**src/rtl/id_branch_unit.sv**
```systemverilog
// ---------------------------------------------------------------------------
// id_branch_unit
//
// Resolves conditional branches (beq/bne/blez/bgtz/bltz/bgez) and jump-register
// instructions (jr/jalr) in the ID stage. Operands come through the ID-stage
// forwarding selects. When a source register of the control instruction is
// still being produced (an ALU result in EX, or a load in EX/MEM), the unit
// stalls IF/ID and bubbles ID/EX for one or two cycles before resolving.
//
// Optional feature macro: BRANCH_STAT_EN
//   defined   -> branch_count / taken_count are saturating statistics counters
//   undefined -> both statistics outputs are constant 0 (no counter flops)
//
// Ports
//   clk, reset               pipeline clock, asynchronous active-low reset
//   branch_op[2:0]           001 beq, 010 bne, 011 blez, 100 bgtz,
//                            101 bltz, 110 bgez, 000/111 none
//   jump_reg                 ID instruction is jr/jalr (overrides branch_op)
//   if_id_rs_addr/rt_addr    ID source register numbers
//   if_id_pc_plus4           PC+4 of the ID instruction
//   if_id_imm16              branch offset in words
//   ForwardA_ID/ForwardB_ID  00/11 reg file, 10 EX/MEM ALU out, 01 MEM/WB data
//   rf_rs_data/rf_rt_data    register-file read data
//   ex_mem_alu_out           forwarding source from EX/MEM
//   mem_wb_write_data        forwarding source from MEM/WB
//   id_ex_RegWrite/MemRead   producer currently in EX
//   id_ex_write_addr         destination of the EX producer
//   ex_mem_MemRead           load currently in MEM
//   ex_mem_write_addr        destination of the MEM load
//   branch_taken, pc_target  PC redirect request and address
//   stall                    hold PC and IF/ID
//   if_id_flush              squash the instruction fetched in IF
//   id_ex_bubble             insert a NOP into ID/EX
//   branch_count/taken_count statistics outputs
// ---------------------------------------------------------------------------
module id_branch_unit (
    input  logic        clk,
    input  logic        reset,
    input  logic [2:0]  branch_op,
    input  logic        jump_reg,
    input  logic [4:0]  if_id_rs_addr,
    input  logic [4:0]  if_id_rt_addr,
    input  logic [31:0] if_id_pc_plus4,
    input  logic [15:0] if_id_imm16,
    input  logic [1:0]  ForwardA_ID,
    input  logic [1:0]  ForwardB_ID,
    input  logic [31:0] rf_rs_data,
    input  logic [31:0] rf_rt_data,
    input  logic [31:0] ex_mem_alu_out,
    input  logic [31:0] mem_wb_write_data,
    input  logic        id_ex_RegWrite,
    input  logic        id_ex_MemRead,
    input  logic [4:0]  id_ex_write_addr,
    input  logic        ex_mem_MemRead,
    input  logic [4:0]  ex_mem_write_addr,
    output logic        branch_taken,
    output logic [31:0] pc_target,
    output logic        stall,
    output logic        if_id_flush,
    output logic        id_ex_bubble,
    output logic [31:0] branch_count,
    output logic [31:0] taken_count
);

    typedef enum logic {
        IDLE = 1'b0,
        HOLD = 1'b1
    } state_t;

    localparam logic [2:0] OP_BEQ  = 3'b001;
    localparam logic [2:0] OP_BNE  = 3'b010;
    localparam logic [2:0] OP_BLEZ = 3'b011;
    localparam logic [2:0] OP_BGTZ = 3'b100;
    localparam logic [2:0] OP_BLTZ = 3'b101;
    localparam logic [2:0] OP_BGEZ = 3'b110;

    state_t      state, state_next;
    logic        is_ctl;
    logic        uses_rt;
    logic        ex_match, mem_match;
    logic        need_two, need_one;
    logic        stall_int;
    logic        resolve;
    logic        cond_taken;
    logic [31:0] op_a, op_b;
    logic [31:0] branch_target;

    // A control instruction is any jr/jalr or a real branch encoding.
    assign is_ctl  = jump_reg ||
                     (branch_op != 3'b000 && branch_op != 3'b111);

    // Only the two-operand compares read rt; jr and compare-with-zero don't.
    assign uses_rt = !jump_reg && (branch_op == OP_BEQ || branch_op == OP_BNE);

    // Register 0 is hard-wired, so a write to it can never be a dependency.
    assign ex_match  = ((if_id_rs_addr != 5'd0) && (if_id_rs_addr == id_ex_write_addr)) ||
                       (uses_rt && (if_id_rt_addr != 5'd0) &&
                        (if_id_rt_addr == id_ex_write_addr));
    assign mem_match = ((if_id_rs_addr != 5'd0) && (if_id_rs_addr == ex_mem_write_addr)) ||
                       (uses_rt && (if_id_rt_addr != 5'd0) &&
                        (if_id_rt_addr == ex_mem_write_addr));

    // A load in EX needs two cycles before its data can be forwarded to ID;
    // an ALU result in EX or a load in MEM needs one.
    assign need_two = id_ex_MemRead && ex_match;
    assign need_one = (id_ex_RegWrite && !id_ex_MemRead && ex_match) ||
                      (ex_mem_MemRead && mem_match);

    // Operand muxes; the unused code 11 falls back to the register file.
    always_comb begin
        op_a = rf_rs_data;
        unique case (ForwardA_ID)
            2'b10:   op_a = ex_mem_alu_out;
            2'b01:   op_a = mem_wb_write_data;
            default: op_a = rf_rs_data;
        endcase
    end

    always_comb begin
        op_b = rf_rt_data;
        unique case (ForwardB_ID)
            2'b10:   op_b = ex_mem_alu_out;
            2'b01:   op_b = mem_wb_write_data;
            default: op_b = rf_rt_data;
        endcase
    end

    // Branch condition evaluation; jr/jalr is always taken.
    always_comb begin
        cond_taken = 1'b0;
        if (jump_reg) begin
            cond_taken = 1'b1;
        end else begin
            case (branch_op)
                OP_BEQ:  cond_taken = (op_a == op_b);
                OP_BNE:  cond_taken = (op_a != op_b);
                OP_BLEZ: cond_taken = ($signed(op_a) <= 32'sd0);
                OP_BGTZ: cond_taken = ($signed(op_a) >  32'sd0);
                OP_BLTZ: cond_taken = ($signed(op_a) <  32'sd0);
                OP_BGEZ: cond_taken = ($signed(op_a) >= 32'sd0);
                default: cond_taken = 1'b0;
            endcase
        end
    end

    assign branch_target = if_id_pc_plus4 + {{14{if_id_imm16[15]}}, if_id_imm16, 2'b00};

    // FSM state register.
    always_ff @(posedge clk or negedge reset) begin
        if (!reset) begin
            state <= IDLE;
        end else begin
            state <= state_next;
        end
    end

    // Next state and stall/resolve decode. A one-cycle hazard simply stays in
    // IDLE and re-evaluates; a load-use hazard parks in HOLD for a blind cycle.
    always_comb begin
        state_next = state;
        stall_int  = 1'b0;
        resolve    = 1'b0;
        unique case (state)
            IDLE: begin
                if (is_ctl) begin
                    if (need_two) begin
                        stall_int  = 1'b1;
                        state_next = HOLD;
                    end else if (need_one) begin
                        stall_int  = 1'b1;
                    end else begin
                        resolve    = 1'b1;
                    end
                end
            end
            HOLD: begin
                stall_int  = 1'b1;
                state_next = IDLE;
            end
            default: begin
                state_next = IDLE;
            end
        endcase
    end

    // Every output is forced low while reset is held, including the
    // combinational paths that would otherwise react to a ctl in ID.
    assign branch_taken = reset && resolve && cond_taken;
    assign stall        = reset && stall_int;
    assign id_ex_bubble = stall;
    assign if_id_flush  = branch_taken;
    assign pc_target    = !reset   ? 32'd0 :
                          jump_reg ? op_a  : branch_target;

`ifdef BRANCH_STAT_EN
    logic [31:0] branch_q;
    logic [31:0] taken_q;

    // Saturating resolve/taken counters.
    always_ff @(posedge clk or negedge reset) begin
        if (!reset) begin
            branch_q <= 32'd0;
            taken_q  <= 32'd0;
        end else begin
            if (resolve && (branch_q != 32'hFFFF_FFFF)) begin
                branch_q <= branch_q + 32'd1;
            end
            if (resolve && cond_taken && (taken_q != 32'hFFFF_FFFF)) begin
                taken_q <= taken_q + 32'd1;
            end
        end
    end

    assign branch_count = branch_q;
    assign taken_count  = taken_q;
`else
    assign branch_count = 32'd0;
    assign taken_count  = 32'd0;
`endif

endmodule
```
**config.mk**
```make
export PLATFORM = sky130hd
export DESIGN_NAME = id_branch_unit
export DESIGN_NICKNAME = d
export VERILOG_FILES = /design/src/rtl/id_branch_unit.sv
export SDC_FILE = /design/constraint.sdc
export NUM_CORES = 1
export LEC_CHECK = 0
export ABC_AREA = 1
export CORE_UTILIZATION = 37
export DETAILED_ROUTE_END_ITERATION = 12
export PLACE_DENSITY = 0.81
export RECOVER_POWER = 100
export SLEW_MARGIN = 20
export SYNTH_ARGS = -nofsm -noshare
export SYNTH_HDL_FRONTEND = slang
export SYNTH_SLANG_ARGS = --single-unit
```
**constraint.sdc**
```tcl
create_clock -name clk -period 3 [get_ports clk]
set_input_delay 0.6 -clock clk [delete_from_list [all_inputs] [get_ports clk]]
set_output_delay 0.6 -clock clk [all_outputs]
set_load 0.05 [all_outputs]
```
==> out/results.tsv <==
metric	value	unit
total negative slack	-3700	ps
post-synthesis cell area	5560	um^2
failing checks	negative setup slack	
Yosys cell types	42	
IO Pins	309	
Rows	44	
Final Worst Setup Slack	-344	ps
largest net degree at the start of global routing	24	
Post-synth EDFFs	0	
layout filler cell count	932	
met3 Usage GRT	0.0503	
endpoints failing setup	21	
gpl congestion	0.948	
Pwr Density	260	nW/um^2
first-pass GRT wire length	45500	um
full die area	15500	um^2
vias	9978	
WL final	34900	um
routed length per placed instance	20.0	um
met2 Use GR	0.645	
Port-buffer cells	244	
clock-pin slew of the registers on the worst-case setup and hold paths	0	ps
HP Class	reg2reg	
RSZ-0062 raised after global routing	true	
max FFs per register	1	
Clock Latency Late Sink	0	ps
WP data required	2400	ps
Final Cycle Share	1.11	
Top Usage Layer GRT	met2	
CP Class	in2out	
leakage power total	5.70	nW
Fmax	299	MHz
grt ovf	0	
core outline area	14600	um^2
max-cap viol count	0	
clock skew	0	ps
Slew Limit Fails	0	
CP Launch Type	input pin	
DRC	0	
1st-pass router iterations	6	
Critical Path AT	2740	ps
Vias/cell	5.72	
PnR Total Power	3.05	mW
Final #Nets	1805	
status	complete, but fails checks	
Iteration-0 DRC Markers	1052	
hold_buf cts	0	
commonest non-fill, non-tap cell in the layout	nand2_1	
Max Fanout on Critical Path	7	
DRT antenna net count	0	
synth warn	0	
Main synth FF type	dfrtp_1	
met1 Use GR	0.411	
sequential share of the synthesized area	0.00450	
initial antenna violation count	0	
crit end category	output pin	
worst-margin pin slew	649	ps
R2R setup slack	2250	ps
synthesized instance count	1117	
Post-synth ARST share	1.00	
Post-DP HPWL	20000	um
Final Critical Period	3340	ps
Largest Register	state	
Area Growth Syn to Fin	111	%
commonest cells after routing, fill and taps aside	nand2_1, buf_4, clkdlybuf4s50_1	
number of global-route vias before repair	9032	
Total GRT Usage	0.358	
die width	125	um
initial core utilization	0.381	
Slew headroom	0.567	
average size of a mapped cell	4.98	um^2
share of post-route cells with drive strength above 1	0.398	
Peak supply drop	0.174	mV
Die Ht	125	um
number of diodes	0	
largest registers	state x1	
final hold violations	0	
flops & latches, synth	1	
[Yosys cell counts (13+ instances only)]
library cell  instances  area [um^2]
nand2_1             440         1650
nand3_1              92          460
inv_1                90          338
nor2_1               82          308
a21oi_1              75          375
buf_4                68          510
o21ai_0              43          215
or2_1                36          225
ha_1                 33          413
nand4_1              23          144
buf_2                16         80.1
or2_2                16          100
nor3_1               13         65.1
[per-stage QoR]
stage	setup slack, ps	utilization	cells	instance area, um^2	hold slack, ps
floorplan	-137	-	1180	5860	304
global placement	-1050	0.647	1665	9440	590
detailed placement	-1160	0.647	1665	9440	617
CTS	-304	0.753	1714	11000	621
global route	-472	0.804	1744	11700	665
finish	-344	0.804	1744	11700	629
[repair_timing]
action                                  4_1_cts  5_1_grt
gates resized for setup                     421      217
endpoints found under the setup margin       35       29
setup buffers                                42       33
pin swaps                                   133      147
cloned                                        8        0
[metal layers]
layer  share of wire  up-vias  wire, um
met1            0.34     4475     12000
met2            0.47      854     16400
met3            0.11      292      3700
li1                -     4357         -
met5               0        -         0
met4           0.081        0      2820
[report_power, final]
part           switching [mW]  leakage, nW  internal, mW  total [mW]
clock                       0            0             0           0
sequential           0.000158       0.0139        0.0140      0.0141
combinational            1.68         5.69          1.36        3.04
total                    1.68         5.70          1.38        3.05
[logic make-up after synthesis]
family | after synthesis | share of synthesized area
DFF | 1 | 0.00450
AOI/OAI and AO/OA | 145 | 0.141
buffers and inverters | 193 | 0.188
other | 1 | 0.000674
xor gates and xnor gates | 22 | 0.0346
adders and majority gates | 34 | 0.0778
and+or+nand+nor | 721 | 0.553
[final cells by class]
type	count	area [um^2]	area share
timing repair inverter	1	8.76	0.000747
multi-input combinational	986	6370	0.543
tap	184	230	0.0196
timing repair buffer	479	4720	0.402
sequential	1	25.0	0.00213
inverter	93	380	0.0324
[path summary, 6_finish.rpt]
| check | startpoint | cells past startpoint | endpoint |
|---|---|---|---|
| worst max-delay path | ForwardA_ID[0] | 20 | branch_taken |
| worst min-delay path | state$_DFF_PN0_ | 2 | state$_DFF_PN0_ |
| worst max register to register | state$_DFF_PN0_ | 2 | state$_DFF_PN0_ |
| worst min register to register | state$_DFF_PN0_ | 2 | state$_DFF_PN0_ |
| max in group asynchronous | reset | 2 | state$_DFF_PN0_ |
| min in group asynchronous | reset | 2 | state$_DFF_PN0_ |
[worst max-delay path: stages]
cell and delay (ps):
buf_8 80, inv_4 30, ha_4 280, inv_8 50, buf_6 120, buf_16 120, or2_1 210, nand2_2 120
nor2_1 70, nor2_1 90, nand2_1 60, nor2_1 110, nand2_1 100, nor2_2 140, nand2_1 70, nand2_1 80
nand2_2 60, nor2_4 120, nor2_4 70, buf_12 150
(Power assumes the default switching activity.)
